## config.mk

```make
export PLATFORM = sky130hd
export DESIGN_NAME = fetch_ctrl
export DESIGN_NICKNAME = d
export VERILOG_FILES = /design/src/rtl/fetch_pkg.sv /design/src/rtl/fetch_buf.sv /design/src/rtl/fetch_ctrl.sv
export SDC_FILE = /design/constraint.sdc
export NUM_CORES = 1
export LEC_CHECK = 0
export CORE_UTILIZATION = 30
export DETAILED_ROUTE_END_ITERATION = 6
export GPL_ROUTABILITY_DRIVEN = 1
export PLACE_DENSITY_LB_ADDON = 0.2
export SYNTH_ARGS = -nofsm -noshare
export SYNTH_HDL_FRONTEND = slang
export SYNTH_SLANG_ARGS = --single-unit
```

## constraint.sdc

```tcl
create_clock -name CLK -period 1.9 [get_ports CLK]
set_input_delay 0.38 -clock CLK [delete_from_list [all_inputs] [get_ports CLK]]
set_output_delay 0.38 -clock CLK [all_outputs]
set_load 0.01 [all_outputs]
```

## src/rtl/fetch_pkg.sv

```systemverilog
// Shared types and constants for the instruction fetch controller.
package fetch_pkg;

    typedef enum logic [1:0] {
        S_IDLE,
        S_REQ,
        S_HOLD
    } fetch_state_e;

    localparam logic [31:0] INS_NOP = 32'h0000_0000;
    localparam int unsigned PC_STEP = 4;

endpackage

```

## src/rtl/fetch_buf.sv

```systemverilog
// One-entry skid buffer holding a fetched instruction and its PC+4 while decode is stalled.
module fetch_buf
    import fetch_pkg::*;
#(
    parameter int unsigned ADDR_W = 32
) (
    input  logic              clk_i,
    input  logic              rst_ni,
    input  logic              load_i,
    input  logic              clr_i,
    input  logic [31:0]       ins_i,
    input  logic [ADDR_W-1:0] pc4_i,
    output logic              valid_o,
    output logic [31:0]       ins_o,
    output logic [ADDR_W-1:0] pc4_o
);

    logic              valid_q;
    logic [31:0]       ins_q;
    logic [ADDR_W-1:0] pc4_q;

    // Clear wins over load so a redirect always empties the buffer.
    always_ff @(posedge clk_i or negedge rst_ni) begin
        if (!rst_ni) begin
            valid_q <= 1'b0;
            ins_q   <= INS_NOP;
            pc4_q   <= '0;
        end else if (clr_i) begin
            valid_q <= 1'b0;
        end else if (load_i) begin
            valid_q <= 1'b1;
            ins_q   <= ins_i;
            pc4_q   <= pc4_i;
        end
    end

    assign valid_o = valid_q;
    assign ins_o   = ins_q;
    assign pc4_o   = pc4_q;

endmodule

```

## src/rtl/fetch_ctrl.sv

```systemverilog
// IF-stage controller: PC sequencing, IMEM handshake, stall buffering and branch redirect.
// Build macro DELAY_SLOT_EN keeps the instruction completing on a redirect as a delay slot.
module fetch_ctrl
    import fetch_pkg::*;
#(
    parameter int unsigned       ADDR_W   = 32,
    parameter logic [ADDR_W-1:0] RESET_PC = '0
) (
    input  logic              CLK,
    input  logic              RST_N,
    input  logic              STALL,
    input  logic              BR_TAKEN,
    input  logic [ADDR_W-1:0] BR_TARGET,
    output logic              IMEM_REQ,
    output logic [ADDR_W-1:0] IMEM_ADDR,
    input  logic              IMEM_RDY,
    input  logic [31:0]       IMEM_DATA,
    output logic [ADDR_W-1:0] PC,
    output logic [31:0]       IFID_INS,
    output logic [ADDR_W-1:0] IFID_PC4,
    output logic              IFID_VALID
);

    fetch_state_e      state_q, state_d;
    logic [ADDR_W-1:0] pc_q, pc_d;
    logic [31:0]       ins_q, ins_d;
    logic [ADDR_W-1:0] pc4_q, pc4_d;
    logic              valid_q, valid_d;

    logic              buf_load, buf_clr, buf_valid;
    logic [31:0]       buf_ins;
    logic [ADDR_W-1:0] buf_pc4;
    logic [ADDR_W-1:0] pc_plus4;
    logic              complete;

    // Target is word-aligned, so its low two bits never reach the PC.
    logic unused_tgt_bits;
    assign unused_tgt_bits = ^BR_TARGET[1:0];

    assign pc_plus4 = pc_q + ADDR_W'(PC_STEP);
    assign complete = (state_q == S_REQ) && IMEM_RDY;

    fetch_buf #(
        .ADDR_W (ADDR_W)
    ) u_buf (
        .clk_i   (CLK),
        .rst_ni  (RST_N),
        .load_i  (buf_load),
        .clr_i   (buf_clr),
        .ins_i   (IMEM_DATA),
        .pc4_i   (pc_plus4),
        .valid_o (buf_valid),
        .ins_o   (buf_ins),
        .pc4_o   (buf_pc4)
    );

    always_ff @(posedge CLK or negedge RST_N) begin
        if (!RST_N) begin
            state_q <= S_IDLE;
            pc_q    <= RESET_PC;
            ins_q   <= INS_NOP;
            pc4_q   <= '0;
            valid_q <= 1'b0;
        end else begin
            state_q <= state_d;
            pc_q    <= pc_d;
            ins_q   <= ins_d;
            pc4_q   <= pc4_d;
            valid_q <= valid_d;
        end
    end

    always_comb begin
        state_d  = state_q;
        pc_d     = pc_q;
        ins_d    = ins_q;
        pc4_d    = pc4_q;
        valid_d  = valid_q;
        buf_load = 1'b0;
        buf_clr  = 1'b0;

        if (BR_TAKEN) begin
            pc_d    = {BR_TARGET[ADDR_W-1:2], 2'b00};
            state_d = S_REQ;
            buf_clr = 1'b1;
`ifdef DELAY_SLOT_EN
            if (complete) begin
                ins_d   = IMEM_DATA;
                pc4_d   = pc_plus4;
                valid_d = 1'b1;
            end else if ((state_q == S_HOLD) && buf_valid) begin
                ins_d   = buf_ins;
                pc4_d   = buf_pc4;
                valid_d = 1'b1;
            end else if (!STALL) begin
                valid_d = 1'b0;
            end
`else
            valid_d = 1'b0;
`endif
        end else begin
            unique case (state_q)
                S_IDLE: state_d = S_REQ;
                S_REQ: begin
                    if (complete) begin
                        if (STALL) begin
                            buf_load = 1'b1;
                            state_d  = S_HOLD;
                        end else begin
                            ins_d   = IMEM_DATA;
                            pc4_d   = pc_plus4;
                            valid_d = 1'b1;
                            pc_d    = pc_plus4;
                        end
                    end else if (!STALL) begin
                        valid_d = 1'b0;
                    end
                end
                S_HOLD: begin
                    if (!STALL) begin
                        ins_d   = buf_ins;
                        pc4_d   = buf_pc4;
                        valid_d = buf_valid;
                        pc_d    = pc_plus4;
                        buf_clr = 1'b1;
                        state_d = S_REQ;
                    end
                end
                default: state_d = S_IDLE;
            endcase
        end
    end

    assign IMEM_REQ   = (state_q == S_REQ);
    assign IMEM_ADDR  = pc_q;
    assign PC         = pc_q;
    assign IFID_INS   = ins_q;
    assign IFID_PC4   = pc4_q;
    assign IFID_VALID = valid_q;

endmodule
```

; ---- Word-level counts from Yosys, hierarchy flattened
; Index checks and enable logic that the tools add are counted.
; Widths: inputs -> output; s select.
[word_totals]
register_bits = 164
inputBits = 69
word_cells = 62
[classes]
addsub = 1
n_eq_ne = 9
n_mux = 32
bitwise_logic = 2
n_reduce_logical = 10
[ops]
columns = operator, count
row1 = $mux 32, 9
row2 = $pmux 32 s2, 3
row3 = $add 32x3->32 const B, 1
row4 = $mux 1, 14
row5 = $ne 3x3->1 const B, 3
row6 = $mux 2, 4
row7 = $pmux 2 s3, 1
row8 = $reduce_and 3->1, 2
row9 = $reduce_and 5->1, 1
row10 = $ne 2x2->1 const B, 2
row11 = $reduce_and 2->1, 2
row12 = $reduce_bool 2->1, 2
row13 = $ne 3x2->1 const B, 1
row14 = $reduce_bool 3->1, 1
row15 = $eq 2x1->1 const B, 1
row16 = $eq 2x2->1 const B, 1
row17 = $logic_not 2->1, 1
row18 = $ne 2x1->1 const B, 1
row19 = $not 1->1, 2
row20 = $pmux 1 s2, 1
row21 = $logic_and 1x1->1, 1

; ---- Longest topological paths before layout
; Gate-level depths: netlist (run 1).
[depth]
ltp_word = 7
depth_mapped = 9

; ---- Hierarchy
; A second synthesis (run 1) with hierarchy kept.
[unflattened]
cells_unflattened = 803
hier_area_um2 = 8549.4
[by_module_without_submodules]
columns = module, instances, cells_per_inst, area_per_inst_um2, seq_area_each_um2
row1 = fetch_ctrl, 1, 664, 5815.6, 2427.3
row2 = fetch_buf, 1, 139, 2733.9, 1626.6

; ---- Least setup slack after synthesis (run 1)
; No wires, ideal clock.
[synth_timing]
kind = reg-to-reg
start = register pc_q[2], in the netlist IMEM_ADDR[2]
end = register pc_q[28], in the netlist IMEM_ADDR[28]
arrival_ps = 2011
slack_ps = -179
path_stages_with_launch = 8
synth_period_minus_slack_ps = 2079
cell_sequence = dfrtp_1 -> ha_1 -> and3_1 -> buf_8 -> nand2_4 -> or4_1 -> or3_1 -> nand3_1
[synth_via]
elab_chain_cells = 5
[synth_rtl]
columns = item, line_no
row1 = from (decl), fetch_ctrl.sv:25  ; logic [ADDR_W-1:0] pc_q, pc_d;
row2 = from (signal assigned), fetch_ctrl.sv:66  ; pc_q <= pc_d;
row3 = $add 32x3->32 (*), fetch_ctrl.sv:40  ; assign pc_plus4 = pc_q + ADDR_W'(PC_STEP);
row4 = $mux 32 (*), "fetch_ctrl.sv:106, fetch_ctrl.sv:120"
row5 = $mux 32, fetch_ctrl.sv:105  ; if (complete) begin
row6 = $pmux 32 s2 (*), fetch_ctrl.sv:102  ; unique case (state_q)
row7 = $mux 32 (*), fetch_ctrl.sv:82  ; if (BR_TAKEN) begin
; Every way passes the cells marked *; elsewhere a longest branch is shown, timed or not. The select of a mux whose other input is x is not followed.
; A chain may end at the register's enable or synchronous reset.

; ---- Worst setup path in the final report (run 1)
[layout_timing]
start = register pc_q[18], in the netlist IMEM_ADDR[18]
end = output port IMEM_ADDR[18]
[layout_lines]
columns = item, line_no
row1 = to (decl), fetch_ctrl.sv:15  ; output logic [ADDR_W-1:0] IMEM_ADDR,
; No word-level cell between the ends.

==> metrics.md, run 1 <==
| Metric | Value |
|---|---|
| Status | complete, no violations |
| Nets | 1110 |
| Congestion Overflow GR | 0 |
| Period utilization | approximately 97% |
| First-pass DRT Iterations | 4 |
| Post-route clock skew | ~9 ps |
| CP endpoint kind | output pin |
| Max Fclk | 543 MHz |
| Longest Clk Path Bufs | 2 |
| Number of fill cells in the layout | 2482 |
| Hold WC Path Type | in2async |
| I/O Buffers | 190 |
| Worst vdd ir | about 580 uV |
| H-tree depth | 4 |
| CTS clk-pin slew, worst paths | 70 ps |
| Seq pwr share | 42.1% |
| Layout cell share with drive strength beyond 1 | 20.4% |
| Unrepaired setup endpoints after global routing | true |
| Pins Over Slew Limit | 0 |
| Core Rows | 58 |
| Data arrival time of the worst path | around 1500 ps |
| Vias per cell | 4.72 |
| Post-synth EDFFs | 0 |
| Pint | 7.31 mW |
| Clock power frac | 32.5% |
| Final setup fails | 0 |
| Max-cap violations | 0 |
| Synth async-reset ratio | 100% |
| Root buf cell | clkbuf_16 |
| Netlist cell types | 56 |
| Kind of critical path | reg2out |
| GR Util All Layers | 16.9% |
| CTS tree | built |
| Die Area | about 27000 um^2 |
| Sequential Area | 3960 um^2 |
| Mapped Avg Cell Area | 9.61 um^2 |
| Die height | between 150 and 200 um |
| I/O pin count | between 150 and 200 |
| Top_reg_cell synth | dfrtp_1 |
| Die Wd | 164 um |
| WL final | 21.9 mm |
| Area of the multi-input gates | 3450 um^2 |
| CTS Buf Count | 17 |
| NetSw | ~3.2 mW |
| Diodes inserted | 0 |
| Initial core utilization | 30.9% |
| P&R area growth vs syn | 44.1% |
| Drt initial violations | 502 |
| Worst-path fanout max | 5 |
| Setup slack after layout | 56.8 ps |
| Antenna-violating nets left | 0 |
| Setup slack, reg-to-reg | 80 ps |
| PD cells | just over 900 nW/um^2 |
| Seq/Total Area, Yosys | 50.4% |
| Combinational share of power | 25.4% |
| Fin. Hold Viols | 0 |
| Clock sink count | approximately 160 |
| Detail Placement HPWL | 15.7 mm |
| Core area | approximately 25000 um^2 |
| Switch share | 30.3% |
| First-pass GRT wire length | ~35 mm |
| Netlist Area Pre-Place | around 8000 um^2 |
| Vias | 6522 |
| Worst skew pair latency | 420 ps |
| Residual DRC | 0 |
| Seq cells post-synth | 158 |
| Yosys warns | 0 |
| Largest net degree at the start of global routing | 66 |
| Final Util | 44.5% |
| Rel. slew slack | 63.8% |
| CP required | 1520 ps |
| Post-Place Setup Slack | -317 ps |
| Total power draw | 10.5 mW |
| Worst Tran Pin Value | ~540 ps |
| Detailed-route wire length per cell | 15.9 um |
| Leakage | 4.95 nW |
| RD Place Congestion | a little over 0.8 |
| Post-Syn Instances | 817 |
| Vias in the first global route | 6387 |
| Crit path time final | ~1800 ps |
| Startpoint types | flip-flop |
| Initial antenna violation count | 0 |
[synthesized netlist by cell type (5+ instances only)]
cell	count	area share [%]
o22ai_1	11	0.88
xor2_1	11	1.2
buf_2	23	1.5
mux2_2	34	4.9
a21oi_1	55	3.5
o21ai_1	5	0.32
nor4_1	10	0.80
nand4_1	14	1.1
nand3_1	11	0.70
nor2_1	89	4.3
nor3_1	14	0.89
dfrtp_1	158	50
buf_4	39	3.7
and4_1	5	0.56
clkbuf_1	27	1.3
a21o_1	9	0.86
and3_1	11	0.88
nand2_1	114	5.5
o21ai_0	47	3.0
a31oi_1	34	2.7
xnor2_1	40	4.5
[flip-flops by register name (all words and copies together) (netlist names)]
register,cells
u_buf.valid_o,1
IMEM_ADDR,30
u_buf.ins_o,32
IFID_INS,32
u_buf.pc4_o,30
state_q,2
IFID_PC4,30
IFID_VALID,1
[routing by layer]
metal / wire, um / GRT usage, % / up-vias
met1: 10900 / 23.8 / 3102
met4: 182 / 4.12 / 0
met5: 0 / 0 / -
li1: - / - / 3240
met3: 1020 / 3.74 / 13
met2: 9840 / 26.1 / 167
[cell type report]
| cell class | instances | share of cell area, % |
|---|---|---|
| repair buffers | 294 | 25.6 |
| multi-input cells | 566 | 30.5 |
| clock inverters | 15 | 1.43 |
| flip-flops and latches | 158 | 35.0 |
| clock buffers | 17 | 3.76 |
| inverters | 3 | 0.0995 |
| well taps | 330 | 3.65 |
[power groups by stage]
stage               logic [mW]  clock network, mW  registers, mW
floorplan                 1.06                  0           4.63
global placement          2.64                  0           4.48
detailed placement        2.67                  0           4.50
CTS                       2.71               3.50           4.42
global route              2.92               3.64           4.51
finish                    2.66               3.41           4.41
[critical path, cell delays in order (launching register included)]
cell and delay (ps):
dfrtp_1 360, buf_4 150, clkdlybuf4s50_1 540
[layout by cell type, fill, tap and decap left out, types with 14 or more instances in the layout]
master / instances
dfrtp_1: 152
clkdlybuf4s50_1: 152
nand2_1: 114
buf_4: 90
nor2_1: 88
a21oi_1: 55
o21ai_0: 46
xnor2_1: 39
a31oi_1: 34
mux2_2: 34
dlymetal6s2s_1: 30
clkbuf_16: 17
nand4_1: 14
[per-stage QoR]
stage          setup TNS, ps  instance area, um^2  instances  hold slack [ps]
6_report                   0                11300       1383              465
3_3_place_gp          -32250                10500       1341              352
5_1_grt                -6.12                11300       1383              480
3_5_place_dp          -35260                10500       1341              351
4_1_cts                    0                11200       1383              466
2_1_floorplan              0                 7890        822             84.4
[repair_timing]
item / CTS / global route
cloned: 0 / 0
resized for setup: 10 / 50
setup buffers: 9 / 0
hold buffers: 1 / 0
endpoints found under the setup margin: 22 / 51
pin swaps: 0 / 2
endpoints found under the hold margin: 41 / 0
[cell families (layout without fill, tap and decap cells)]
kind of cell,after synthesis,count (layout),share of synthesized area (%)
simple gates,298,298,18.3
compound gates,175,175,13.0
flops,158,158,50.4
buf+inv,98,329,7.44
xor+xnor,51,51,5.69
mux,35,35,5.01
fa+ha+maj,1,1,0.159
other cells,1,6,0.0478
[final timing paths]
kind,start,to,depth (start not counted)
setup / recovery,IMEM_ADDR[18],IMEM_ADDR[18],2
setup reg to reg,IMEM_ADDR[3],IMEM_ADDR[24],7
hold reg to reg,IFID_PC4[6],IFID_PC4[6],2
hold / removal,RST_N,IFID_INS[26],2
min in group CLK,IFID_PC4[6],IFID_PC4[6],2
max in group asynchronous,RST_N,u_buf.ins_o[3],3
Power figures use the tool's default switching activity.
==> run 2, diff against run 1 <==
--- a/config.mk
+++ b/config.mk
@@ -8,7 +8,6 @@
 export CORE_UTILIZATION = 30
 export DETAILED_ROUTE_END_ITERATION = 6
 export GPL_ROUTABILITY_DRIVEN = 1
-export PLACE_DENSITY_LB_ADDON = 0.2
 export SYNTH_ARGS = -nofsm -noshare
 export SYNTH_HDL_FRONTEND = slang
 export SYNTH_SLANG_ARGS = --single-unit
==> run 2 against run 1 <==
Largest cell class unchanged. Critical path depth stayed put. Flip-flop and latch count unchanged. Clock skew rose by 2.8 ps.
==> metrics.md, run 2 (synthesized netlist as in run 1, its figures left out) <==
| Metric | Value |
|---|---|
| Post-route insts no fill | 1381 (was 1383) |
| Die Wd | 164 um (unchanged) |
| Setup slack after layout | 41.4 ps (was 56.8 ps) |
| Initial antenna violation count | 0 (unchanged) |
| First-pass DRT Iterations | 5 (was 4) |
| Crit path time final | 1860 ps (was 1840 ps) |
| Clock sink count | 158 (unchanged) |
| GR Util All Layers | 16.5% (was 16.9%) |
| Drt initial violations | 544 (was 502) |
| CP required | 1520 ps (about the same) |
| Initial core utilization | 30.9% (unchanged) |
| CTS tree | built (unchanged) |
| Worst skew pair latency | 430 ps (was 420 ps) |
| WL final | 21.7 mm (was 21.9 mm) |
| Max-cap violations | 0 (unchanged) |
| Period utilization | 97.8% (was 97.0%) |
| Final hold slack | 359 ps (was 465 ps) |
| CTS Buf Count | 17 (unchanged) |
| Hold WC Path Type | in2reg (was in2async) |
| Worst vdd ir | 460 uV (was 583 uV) |
| I/O Buffers | 190 (unchanged) |
| Max Fclk | 538 MHz (was 543 MHz) |
| Data arrival time of the worst path | 1480 ps (was 1460 ps) |
| Commonest cells after routing, fill and taps aside | clkdlybuf4s50_1 (158), dfrtp_1 (155), nand2_1 (113), buf_4 (90), nor2_1 (87) (was dfrtp_1 (152), clkdlybuf4s50_1 (152), nand2_1 (114), buf_4 (90), nor2_1 (88)) |
| Sequential Area | 3960 um^2 (about the same) |
| Congestion Overflow GR | 0 (unchanged) |
| HP Start | BR_TAKEN |
| Setup_tns | 0 ps (unchanged) |
| Nets | 1108 (was 1110) |
| Detail Placement HPWL | 15.5 mm (was 15.7 mm) |
| First-pass GRT wire length | 34.3 mm (was 34.8 mm) |
| Pins Over Slew Limit | 0 (unchanged) |
| Core area | 25400 um^2 (unchanged) |
| Core Rows | 58 (unchanged) |
| Post-route clock skew | 11.8 ps (was 9.02 ps) |
| Vias in the first global route | 6307 (was 6387) |
| Detailed-route wire length per cell | 15.7 um (was 15.9 um) |
| Die Area | 26800 um^2 (unchanged) |
| Unrepaired setup endpoints after global routing | true (unchanged) |
| Leakage | 4.77 nW (was 4.95 nW) |
| Worst Tran Pin Value | 560 ps (was 539 ps) |
| RD Place Congestion | 0.835 (was 0.811) |
| Worst r2r src | IMEM_ADDR[20] (was IMEM_ADDR[3]) |
| Vias | 6591 (was 6522) |
| Startpoint types | flip-flop (unchanged) |
| CP endpoint kind | output pin (unchanged) |
| I/O pin count | 199 (unchanged) |
| PD cells | 933 nW/um^2 (was 927 nW/um^2) |
| Status | complete, no violations (unchanged) |
| CTS clk-pin slew, worst paths | 60 ps (was 70 ps) |
| Rel. slew slack | 62.7% (was 63.8%) |
| Commonest non-fill, non-tap cell in the layout | clkdlybuf4s50_1 |
| Kind of critical path | reg2out (unchanged) |
| Die height | 164 um (unchanged) |
| Crit path launch | IMEM_ADDR[26] (was IMEM_ADDR[18]) |
| Antenna-violating nets left | 0 (unchanged) |
| Root buf cell | clkbuf_16 (unchanged) |
| Area of the multi-input gates | 3420 um^2 (was 3450 um^2) |
| Worst-path fanout max | 7 (was 5) |
| Placed cells | 1337 (was 1341) |
| Fin. Hold Viols | 0 (unchanged) |
| Number of fill cells in the layout | 2480 (was 2482) |
| Post-Place Setup Slack | -336 ps (was -317 ps) |
| Vias per cell | 4.77 (was 4.72) |
| Largest net degree at the start of global routing | 62 (was 66) |
| P&R area growth vs syn | 42.7% (was 44.1%) |
| Layout cell share with drive strength beyond 1 | 19.7% (was 20.4%) |
| Diodes inserted | 0 (unchanged) |
| Final setup fails | 0 (unchanged) |
| Residual DRC | 0 (unchanged) |
| Longest Clk Path Bufs | 2 (unchanged) |
| H-tree depth | 4 (unchanged) |
## run 2: cell types whose count changed in the layout (fill, tap and decap cells not counted), sizes merged
cell,before,now
dlymetal6s2s,30,17
clkbuf,18,17
clkdlybuf4s50,152,158
inv,14,11
clkinv,4,7
dlygate4sd2,5,13
buf,105,103
## run 2: path summary, 6_finish.rpt
kind	slack, ps	to	depth (start not counted)
min	360	u_buf.valid_o	3
min reg2reg	470	IFID_PC4[8]	1
max in group asynchronous	770	u_buf.ins_o[5]	3
min in group asynchronous	470	IFID_INS[20]	2
max reg2reg	60	IMEM_ADDR[28]	6
max	40	PC[26]	2
## run 2: metal layers
metal	wire length, um	track usage, %	share of wire, %	vias to the layer above
met2	9960	25.8	46	192
met3	1180	3.43	5.4	18
met5	0	0	0	-
met4	274	4.46	1.3	0
li1	-	-	-	3246
met1	10300	23.1	47	3135
## run 2: cell type report
class | count | area share [%]
Sequential cell | 158 | 35.3
Inverter | 3 | 0.101
Clock buffer | 17 | 3.80
Timing Repair Buffer | 292 | 25.0
Tap cell | 330 | 3.69
Clock inverter | 15 | 1.49
Multi-Input combinational cell | 566 | 30.6
## run 2: power breakdown
part           switching (mW)  internal (mW)  total, mW
Clock                    1.62           1.77       3.39
Combinational            1.17           1.47       2.65
Sequential              0.379           4.04       4.42
## run 2: what timing repair did
action / 4_1_cts / 5_1_grt
gates resized for setup: 16 / 29
pin swaps: 0 / 3
setup endpoints to repair: 27 / 42
hold buffers: 1 / 0
hold endpoints to repair: 42 / 0
setup buffers: 7 / 4
## run 2: worst max-delay path, cell delays in order, from the launching register on
cell and delay, ps:
dfrtp_1 340, buf_4 170, clkdlybuf4s50_1 550
## run 2: through the flow
| stage | power [mW] | instance area [um^2] | utilization [%] |
|---|---|---|---|
| 2_1_floorplan | 5.69 | 7890 | - |
| 3_3_place_gp | 7.10 | 10400 | 41.1 |
| 3_5_place_dp | 7.16 | 10400 | 41.1 |
| 4_1_cts | 10.6 | 11100 | 43.6 |
| 5_1_grt | 11.0 | 11200 | 44.1 |
| 6_report | 10.5 | 11200 | 44.1 |
